[config.mk]
export PLATFORM = sky130hd
export DESIGN_NAME = sync_counter_param
export DESIGN_NICKNAME = d
export VERILOG_FILES = /design/src/rtl/sync_counter_param.sv
export SDC_FILE = /design/constraint.sdc
export NUM_CORES = 1
export LEC_CHECK = 0
export BUFFER_PORTS_ARGS = -buffer_cell sky130_fd_sc_hd__buf_2
export CELL_PAD_IN_SITES_DETAIL_PLACEMENT = 0
export CELL_PAD_IN_SITES_GLOBAL_PLACEMENT = 1
export CORE_UTILIZATION = 27
export DETAILED_ROUTE_END_ITERATION = 10
export PLACE_DENSITY = 0.75
export RECOVER_POWER = 50
export SYNTH_ARGS = -nofsm -noshare
export SYNTH_HDL_FRONTEND = slang
export SYNTH_SLANG_ARGS = --single-unit
[constraint.sdc]
create_clock -name clk -period 1.3 [get_ports clk]
set_clock_uncertainty 0.05 [all_clocks]
set_input_delay 0.195 -clock clk [delete_from_list [all_inputs] [get_ports clk]]
set_output_delay 0.195 -clock clk [all_outputs]
set_load 0.01 [all_outputs]
[src/rtl/sync_counter_param.sv]
// Parametrised single-edge synchronous up/down counter with modulus, load,
// wrap/saturate mode, cascadable terminal count and sticky overflow.
module sync_counter_param #(
  parameter int unsigned     WIDTH    = 4,
  parameter longint unsigned MODULUS  = 16,
  parameter int unsigned     SATURATE = 0
) (
  input  logic             clk,
  input  logic             rst,
  input  logic             en,
  input  logic             up,
  input  logic             load,
  input  logic [WIDTH-1:0] load_val,
  input  logic             ovf_clr,
  output logic [WIDTH-1:0] cnt,
  output logic             tc,
  output logic             wrap_p,
  output logic             ovf_sticky
);

  localparam logic [WIDTH:0]   MAX_X = (WIDTH+1)'(MODULUS - 1);
  localparam logic [WIDTH-1:0] MAX   = WIDTH'(MODULUS - 1);

  logic           at_max;
  logic           at_zero;
  logic           boundary;
  logic           bnd_event;
  logic [WIDTH:0] nxt;

  assign at_max    = (cnt == MAX);
  assign at_zero   = (cnt == '0);
  assign boundary  = (up & at_max) | (~up & at_zero);
  assign tc        = en & boundary;
  assign bnd_event = en & ~load & boundary;

  always_comb begin
    nxt = {1'b0, cnt};
    if (load) begin
      nxt = ({1'b0, load_val} > MAX_X) ? MAX_X : {1'b0, load_val};
    end else if (en) begin
      if (up) begin
        if (at_max) nxt = (SATURATE != 0) ? MAX_X : '0;
        else        nxt = {1'b0, cnt} + (WIDTH+1)'(1);
      end else begin
        if (at_zero) nxt = (SATURATE != 0) ? '0 : MAX_X;
        else         nxt = {1'b0, cnt} - (WIDTH+1)'(1);
      end
    end
  end

  // Final range guard keeps cnt inside 0..MAX whatever nxt computes.
  always_ff @(posedge clk) begin
    if (rst) begin
      cnt        <= '0;
      wrap_p     <= 1'b0;
      ovf_sticky <= 1'b0;
    end else begin
      cnt        <= (nxt > MAX_X) ? MAX : nxt[WIDTH-1:0];
      wrap_p     <= bnd_event;
      ovf_sticky <= bnd_event | (ovf_sticky & ~ovf_clr);
    end
  end

endmodule

[Word-level counts from Yosys, hierarchy flattened]
Index checks and enable logic that the tools add are counted.
Storage, ports and cells
  register bits after elaboration: 6
  bits of input ports: 10
  output and inout port bits: 7
  word-level logic and storage cells: 25
Cells by class
  add/subtract/negate cells: 2
  magnitude comparators: 1
  equal/unequal tests: 1
  multiplexer cells: 6
  bitwise gates (word level): 11
  reduce and logical (&&, ||, !) cells: 1
Operators with widths (count)
  $mux W5: 5
  $and A1 B1 Y1: 6
  $add A4 B1 Y5 const B: 1
  $gt A5 B4 Y1 const B: 1
  $sub A4 B1 Y5 const B: 1
  $eq A4 B4 Y1 const B: 1
  $logic_not A4 Y1: 1
  $mux W4: 1
  $not A1 Y1: 3
  $or A1 B1 Y1: 2

[Depth between registers and ports, before layout]
Gate-level depths: netlist of run 1.
  depth after elaboration: 7
  depth in mapped cells: 6
  mapped depth without buffers: 6

[Worst setup path before layout of run 1]
No wires, ideal clock.
  path kind: flip-flop to flip-flop
  start point: reg cnt[0]
  end point: reg cnt[3]
  data arrival time: 1.305 ns
  required time: 1.113 ns
  setup slack: -0.192 ns
  stages on the path, launching flop included: 6
  buffers on the path: 0
  period minus slack after synthesis: 1.492 ns
  cell sequence: dfxtp_1 inv_1 ha_1 o311a_1 o221ai_2 a221oi_2
On the way
  cells in the longest elaborated chain, start to end: 7
  elaborated cells on any way between the ends: 11
RTL lines
  start, declared: RTL line 15  | output logic [WIDTH-1:0] cnt,
  start signal, assigned: RTL line 58  | cnt <= (nxt > MAX_X) ? MAX : nxt[WIDTH-1:0];
  $sub A4 B1 Y5 (tied with other cells): RTL line 46  | else nxt = {1'b0, cnt} - (WIDTH+1)'(1);
  $mux W5 (on tied branches): RTL line 45, 42
  $mux W5: RTL line 41  | if (up) begin
  $mux W5 (*): RTL line 40  | end else if (en) begin
  $mux W5 (*): RTL line 38  | if (load) begin
  $gt A5 B4 Y1: RTL line 58
  $mux W4 (*): RTL line 58
Every way passes the cells marked *; elsewhere a longest branch is shown, timed or not.
A chain may end at the register's enable or synchronous reset.

[Worst setup path in the final report of run 1]
  start point: reg cnt[0]
  end point: out tc
On the way
  cells in the longest elaborated chain, start to end: 4
  elaborated cells on any way between the ends: 6
RTL lines
  $eq A4 B4 Y1 / $logic_not A4 Y1 (equally long branches): RTL line 30, 31
  $and A1 B1 Y1: RTL line 32  | assign boundary = (up & at_max) | (~up & at_zero);
  $or A1 B1 Y1 (*): RTL line 32
  $and A1 B1 Y1 (*): RTL line 33  | assign tc = en & boundary;
  end, declared: RTL line 16  | output logic tc,
Marks and branches as above.

==> flow_metrics.py, run 1 <==
metrics = {
    "critical_path": {
        "worst-path-max-fanout": 5,
        "worstSetupEndpointType": "output pin",
        "cp.required_ns": 1.05,
        "critPathKind": "flip-flop to output pin",
        "cp-start-kind": "flip-flop",
        "r2r-start": "cnt[0]",
        "crit_arrival_ns": 1.31,
        "crit_path_top_delay_cell": "dfxtp_4",
        "worstPathCellList": "ha_2 > and4_1 > o21ai_2 > inv_1 > buf_2",
        "setup.worst_path.start": "cnt[0]",
        "slowest_delay_ns": 0.36,
    },
    "pwr": {
        "p_per_area_nw_per_um2": 906,
        "ir_drop_mv": 0.497,
        "switchingPower_mw": 0.164,
        "power.leakage_nw": 0.308,
        "clkPwrFrac": 0.312,
        "seq_power_share": 0.368,
        "combinationalPowerShare": 0.320,
        "internal-power_mw": 0.412,
        "swShare": 0.285,
        "totalPowerFinal_mw": 0.577,
    },
    "floorplan": {
        "rows": 13,
        "core_area_sq_um": 1330,
        "pin_count": 17,
        "die_h_um": 40.4,
        "die_area_sq_um": 1630,
        "initial_utilization": 0.298,
        "die_w_um": 40.4,
    },
    "timing": {
        "max_freq_ghz": 0.642,
        "layout_setup_ws_ns": -0.257,
        "fin_crit_sh": 1.20,
        "rsz0062_at_grt": "true",
        "max_slew_margin": 0.807,
        "max_slew.worst_pin.slew_ns": 0.287,
        "period_needed_ns": 1.56,
        "setup_tns_ns": -0.538,
        "hold_ws_ns": 0.153,
        "setup_viol": 5,
        "finalMaxSlewViolations": 0,
        "hold_viol_final": 0,
    },
    "placement": {
        "dp_worst_setup_slack_ns": -0.148,
        "gp_congestion": 0.756,
        "place_inst": 84,
        "place_hpwl_um": 745,
        "place_area_sq_um": 559,
        "io_buffers": 16,
    },
    "status": {
        "violations": "setup timing",
        "status": "finished, violations left",
    },
    "drt": {
        "postRouteAntennaNets": 0,
        "first_pass_iters": 3,
        "route.detailed.drc": 0,
        "wirelength_um": 992,
        "via_per_inst": 4.68,
        "drtIter0Drc": 11,
        "wl_per_cell_um": 11.0,
        "vias": 421,
    },
    "grt": {
        "top_usage_layer": "met2",
        "grt_max_degree": 11,
        "grt_overflow": 0,
        "globalRouteMet1Util": 0.157,
        "met3_usage": 0.0833,
        "globalRouteTotalUtil": 0.147,
        "antenna_found_initial": 0,
        "use_met2": 0.242,
        "first_global_vias": 368,
        "grt_pass1_wl_mm": 1.52,
    },
    "synth": {
        "synth_commonest_cells": "inv_1, dfxtp_1, a21oi_1, nor2_1",
        "synth_ff_type": "dfxtp_1",
        "post-synth-top-count-cell": "inv_1",
        "synth_seq_cells": 6,
        "ys_warn_count": 0,
        "synth_cell_type_count": 27,
        "syn_area_sq_um": 398,
        "synth_top_area_frac": 0.302,
        "ys_seq_area_frac": 0.302,
        "async_reset_ff_frac": 0,
        "synth_edf_count": 0,
        "syn_avg_cell_area_sq_um": 8.47,
        "synth_cells": 47,
        "netlist.top_cell.by_area": "dfxtp_1",
        "syn_nets": 59,
        "synth.area.top_cells": "dfxtp_1, inv_1, ha_1",
    },
    "clocking": {
        "cts_root_buffer": "clkbuf_4",
        "cts_htree_levels": 1,
        "hold_buffers": 0,
        "cts_buffer_depth": 2,
        "clk_pin_slew_ns": 0.05,
        "clock_latency_ns": 0.24,
        "cts_sinks": 6,
        "numCtsBuffers": 3,
        "cts_tree": "built",
    },
    "finish": {
        "syn2layout_area_growth_pct": 60.1,
        "nets": 88,
        "antenna_cells": 0,
        "layout-drive-gt1-share": 0.507,
        "fin_cells": 90,
        "fin_area_sq_um": 637,
        "utilization": 0.477,
    },
    "hold_path": {
        "min_path_type": "input pin to flip-flop",
        "hold_start": "rst",
    },
    "flow_run": {
        "max-cap-violations": 0,
    },
}
==> layer usage <==
metal  wire length [um]  share of wire  vias up
met4                  0              0        0
met5                  0              0        -
li1                   -              -      224
met3                 52          0.052        0
met2                493           0.50       11
met1                446           0.45      186
==> logic make-up (layout without fill, tap and decap cells) <==
kind of cell               Yosys count  count (layout)  synth area share
AOI/OAI and AO/OA                   15              15             0.289
and+or+nand+nor                     11              11             0.167
buffers and inverters                9              37            0.0849
DFF                                  6               6             0.302
adders and majority gates            2               2            0.0629
xor gates and xnor gates             2               2            0.0440
muxes                                2               2            0.0503
==> critical path: cells and delay by family, from the launching register on <==
kind / cells / cell delay, ns
DFF: 1 / 0.36
AOI/OAI and AO/OA: 1 / 0.16
buffers and inverters: 2 / 0.18
and+or+nand+nor: 1 / 0.17
adders and majority gates: 1 / 0.20
==> repair_timing <==
action                     CTS  global route
setup endpoints to repair    6             7
buffers inserted             3             0
pin swaps                    8             1
gates resized for setup      9             4
gates cloned                 0             0
==> placed cells by master (no fill, tap or decap), types with 2 or more instances in the layout <==
| cell type | instances |
|---|---|
| inv_4 | 2 |
| dfxtp_2 | 2 |
| dfxtp_1 | 2 |
| dfxtp_4 | 2 |
| clkbuf_1 | 4 |
| buf_4 | 9 |
| mux2i_1 | 2 |
| a21oi_1 | 3 |
| buf_2 | 13 |
| inv_1 | 6 |
| nor2b_1 | 2 |
| clkbuf_4 | 3 |
| nor2_1 | 3 |
==> sequential cells by signal (all words and copies together), names as in the netlist <==
register	cells
cnt	4
ovf_sticky	1
wrap_p	1
==> power by group through the flow <==
stage               clock (mW)  sequential, mW  combinational, mW
floorplan                    0           0.222             0.0771
global placement             0           0.211              0.159
detailed placement           0           0.212              0.160
CTS                      0.190           0.211              0.182
global route             0.206           0.214              0.204
finish                   0.180           0.212              0.185
==> cell type report <==
cell class | count | area (sq um)
inverter | 8 | 35.0
fill | 140 | 697
timing repair buffer | 25 | 144
tap | 15 | 18.8
clock buffer | 4 | 26.3
multi-input combinational | 32 | 283
sequential | 6 | 130
==> worst paths after layout <==
path                            cells after the start  slack (ns)    endpoint
worst max register to register                      6       -0.15      cnt[3]
worst max-delay path                                5       -0.26          tc
worst min-delay path                                2        0.15      cnt[3]
worst min register to register                      3        0.53  ovf_sticky
(Power assumes the default switching activity.)
==> inputs of run 2 (changes only) <==
CORE_UTILIZATION = 30   (was 27)
PLACE_DENSITY = 0.79   (was 0.75)
SLEW_MARGIN = 20   (was default)
clock period = 1.53 ns   (was 1.3 ns; I/O delays follow)
==> flow_metrics.py, run 2 (synthesis gave the netlist of run 1 again) <==
metrics = {
    "grt": {
        "grt_overflow": 0,
        "first_global_vias": 407,
        "antenna_found_initial": 0,
        "grt_pass1_wl_mm": 1.66,
        "grt_max_degree": 11,
        "globalRouteTotalUtil": 0.167,
    },
    "finish": {
        "largestRegisters": "cnt x4, ovf_sticky x1, wrap_p x1",
        "fin_cells": 91,
        "antenna_cells": 0,
        "largest_reg_flops": 4,
        "top_register": "cnt",
        "nets": 91,
        "final_common_cell": "buf_2",
        "fin_area_sq_um": 672,
        "syn2layout_area_growth_pct": 68.9,
        "layout-drive-gt1-share": 0.558,
        "final_cell_mix": "buf_2, buf_4, inv_1",
    },
    "clocking": {
        "numCtsBuffers": 3,
        "clock_latency_ns": 0.24,
        "cts_buffer_depth": 2,
        "cts_tree": "built",
        "cts_htree_levels": 1,
        "cts_sinks": 6,
        "cts_root_buffer": "clkbuf_4",
        "clk_pin_slew_ns": 0.04,
    },
    "timing": {
        "max_freq_ghz": 0.642,
        "max_slew.worst_pin.slew_ns": 0.351,
        "finalMaxSlewViolations": 0,
        "rsz0062_at_grt": "true",
        "hold_viol_final": 0,
        "fin_crit_sh": 1.02,
        "max_slew_margin": 0.766,
        "period_needed_ns": 1.56,
        "setup_viol": 2,
        "setup_tns_ns": -0.0371,
        "layout_setup_ws_ns": -0.0287,
    },
    "drt": {
        "first_pass_iters": 4,
        "postRouteAntennaNets": 0,
        "vias": 449,
        "wl_per_cell_um": 11.6,
        "drtIter0Drc": 12,
        "via_per_inst": 4.93,
        "route.detailed.drc": 0,
        "wirelength_mm": 1.06,
    },
    "critical_path": {
        "crit_arrival_ns": 1.28,
        "setup.worst_path.start": "cnt[1]",
        "ff2ff_setup_slack_ns": -0.01,
        "cp-start-kind": "flip-flop",
        "rr_endpoint": "cnt[3]",
        "worstSetupEndpointType": "output pin",
        "critPathKind": "flip-flop to output pin",
        "worst_r2r_path_depth": 5,
        "worst-path-max-fanout": 4,
        "r2r-start": "cnt[0]",
        "cp.required_ns": 1.25,
    },
    "pwr": {
        "p_per_area_nw_per_um2": 730,
        "internal-power_mw": 0.347,
        "switchingPower_mw": 0.144,
        "clkPwrFrac": 0.289,
        "combinationalPowerShare": 0.334,
        "seq_power_share": 0.378,
        "swShare": 0.294,
        "power.leakage_nw": 0.327,
        "ir_drop_mv": 0.484,
    },
    "status": {
        "status": "finished, violations left",
        "violations": "setup timing",
    },
    "flow_run": {
        "max-cap-violations": 0,
    },
    "floorplan": {
        "rows": 12,
        "pin_count": 17,
        "die_area_sq_um": 1480,
        "die_w_um": 38.4,
        "die_h_um": 38.4,
        "core_area_sq_um": 1170,
        "initial_utilization": 0.340,
    },
    "hold_path": {
        "min_to": "cnt[3]",
        "hold_start": "rst",
        "min_path_type": "input pin to flip-flop",
        "holdPathStages": 2,
    },
    "placement": {
        "gp_congestion": 0.841,
        "io_buffers": 16,
        "place_inst": 81,
        "place_hpwl_um": 693,
        "place_area_sq_um": 529,
        "dp_worst_setup_slack_ns": -0.0234,
    },
}
-- run 2: cell count changes in the layout (fill, tap and decap cells not counted), sizes merged --
cell / delta
buf: +4
clkbuf: -2
-- run 2: per-stage QoR --
| stage | util | hold WS, ns | total power [mW] |
|---|---|---|---|
| global route | 0.574 | 0.188 | 0.520 |
| CTS | 0.562 | 0.182 | 0.485 |
| global placement | 0.452 | 0.435 | 0.305 |
| floorplan | - | 0.246 | 0.251 |
| detailed placement | 0.452 | 0.443 | 0.306 |
| finish | 0.574 | 0.188 | 0.491 |
-- run 2: worst max-delay path by stage --
stage                        end  slack (ns)  cells after the start
after detailed placement      tc       -0.02                      6
after CTS                     tc      -0.007                      6
final                         tc       -0.03                      6
after floorplan           cnt[3]        0.04                      5
after global routing          tc       -0.11                      6
after global placement        tc        0.02                      6
-- run 2: timing repair --
item                       in CTS  in global routing
pin swaps                       3                  1
setup endpoints to repair       1                  3
hold buffers                    0                  0
buffers inserted                6                  1
gates resized for setup        19                  2
gates cloned                    0                  0
-- run 2: final cells by class --
type | instances | area (sq um)
Clock buffer | 3 | 22.5
Fill cell | 105 | 499
Inverter | 8 | 35.0
Multi-Input combinational cell | 32 | 297
Sequential cell | 6 | 133
Tap cell | 14 | 17.5
Timing Repair Buffer | 28 | 168
-- run 2: worst max-delay path, cell delays in order, from the launching register on --
cell and delay [ns]:
dfxtp_4 0.36, inv_4 0.07, ha_4 0.12, nor4b_4 0.23, o21ai_2 0.09, inv_1 0.05, buf_2 0.12
-- run 2: power by group through the flow --
stage	sequential [mW]	clock, mW	combinational (mW)
after global routing	0.186	0.156	0.178
after detailed placement	0.181	0	0.125
final	0.185	0.142	0.164
after global placement	0.181	0	0.125
after CTS	0.183	0.145	0.157
after floorplan	0.187	0	0.0643
-- run 2: routing by layer --
layer  vias up  GRT usage  routed length [um]
li1        231          -                   -
met1       197      0.206                 477
met2        19      0.246                 500
met3         2     0.0465                  65
met4         0      0.121                  13
met5         -          0                   0
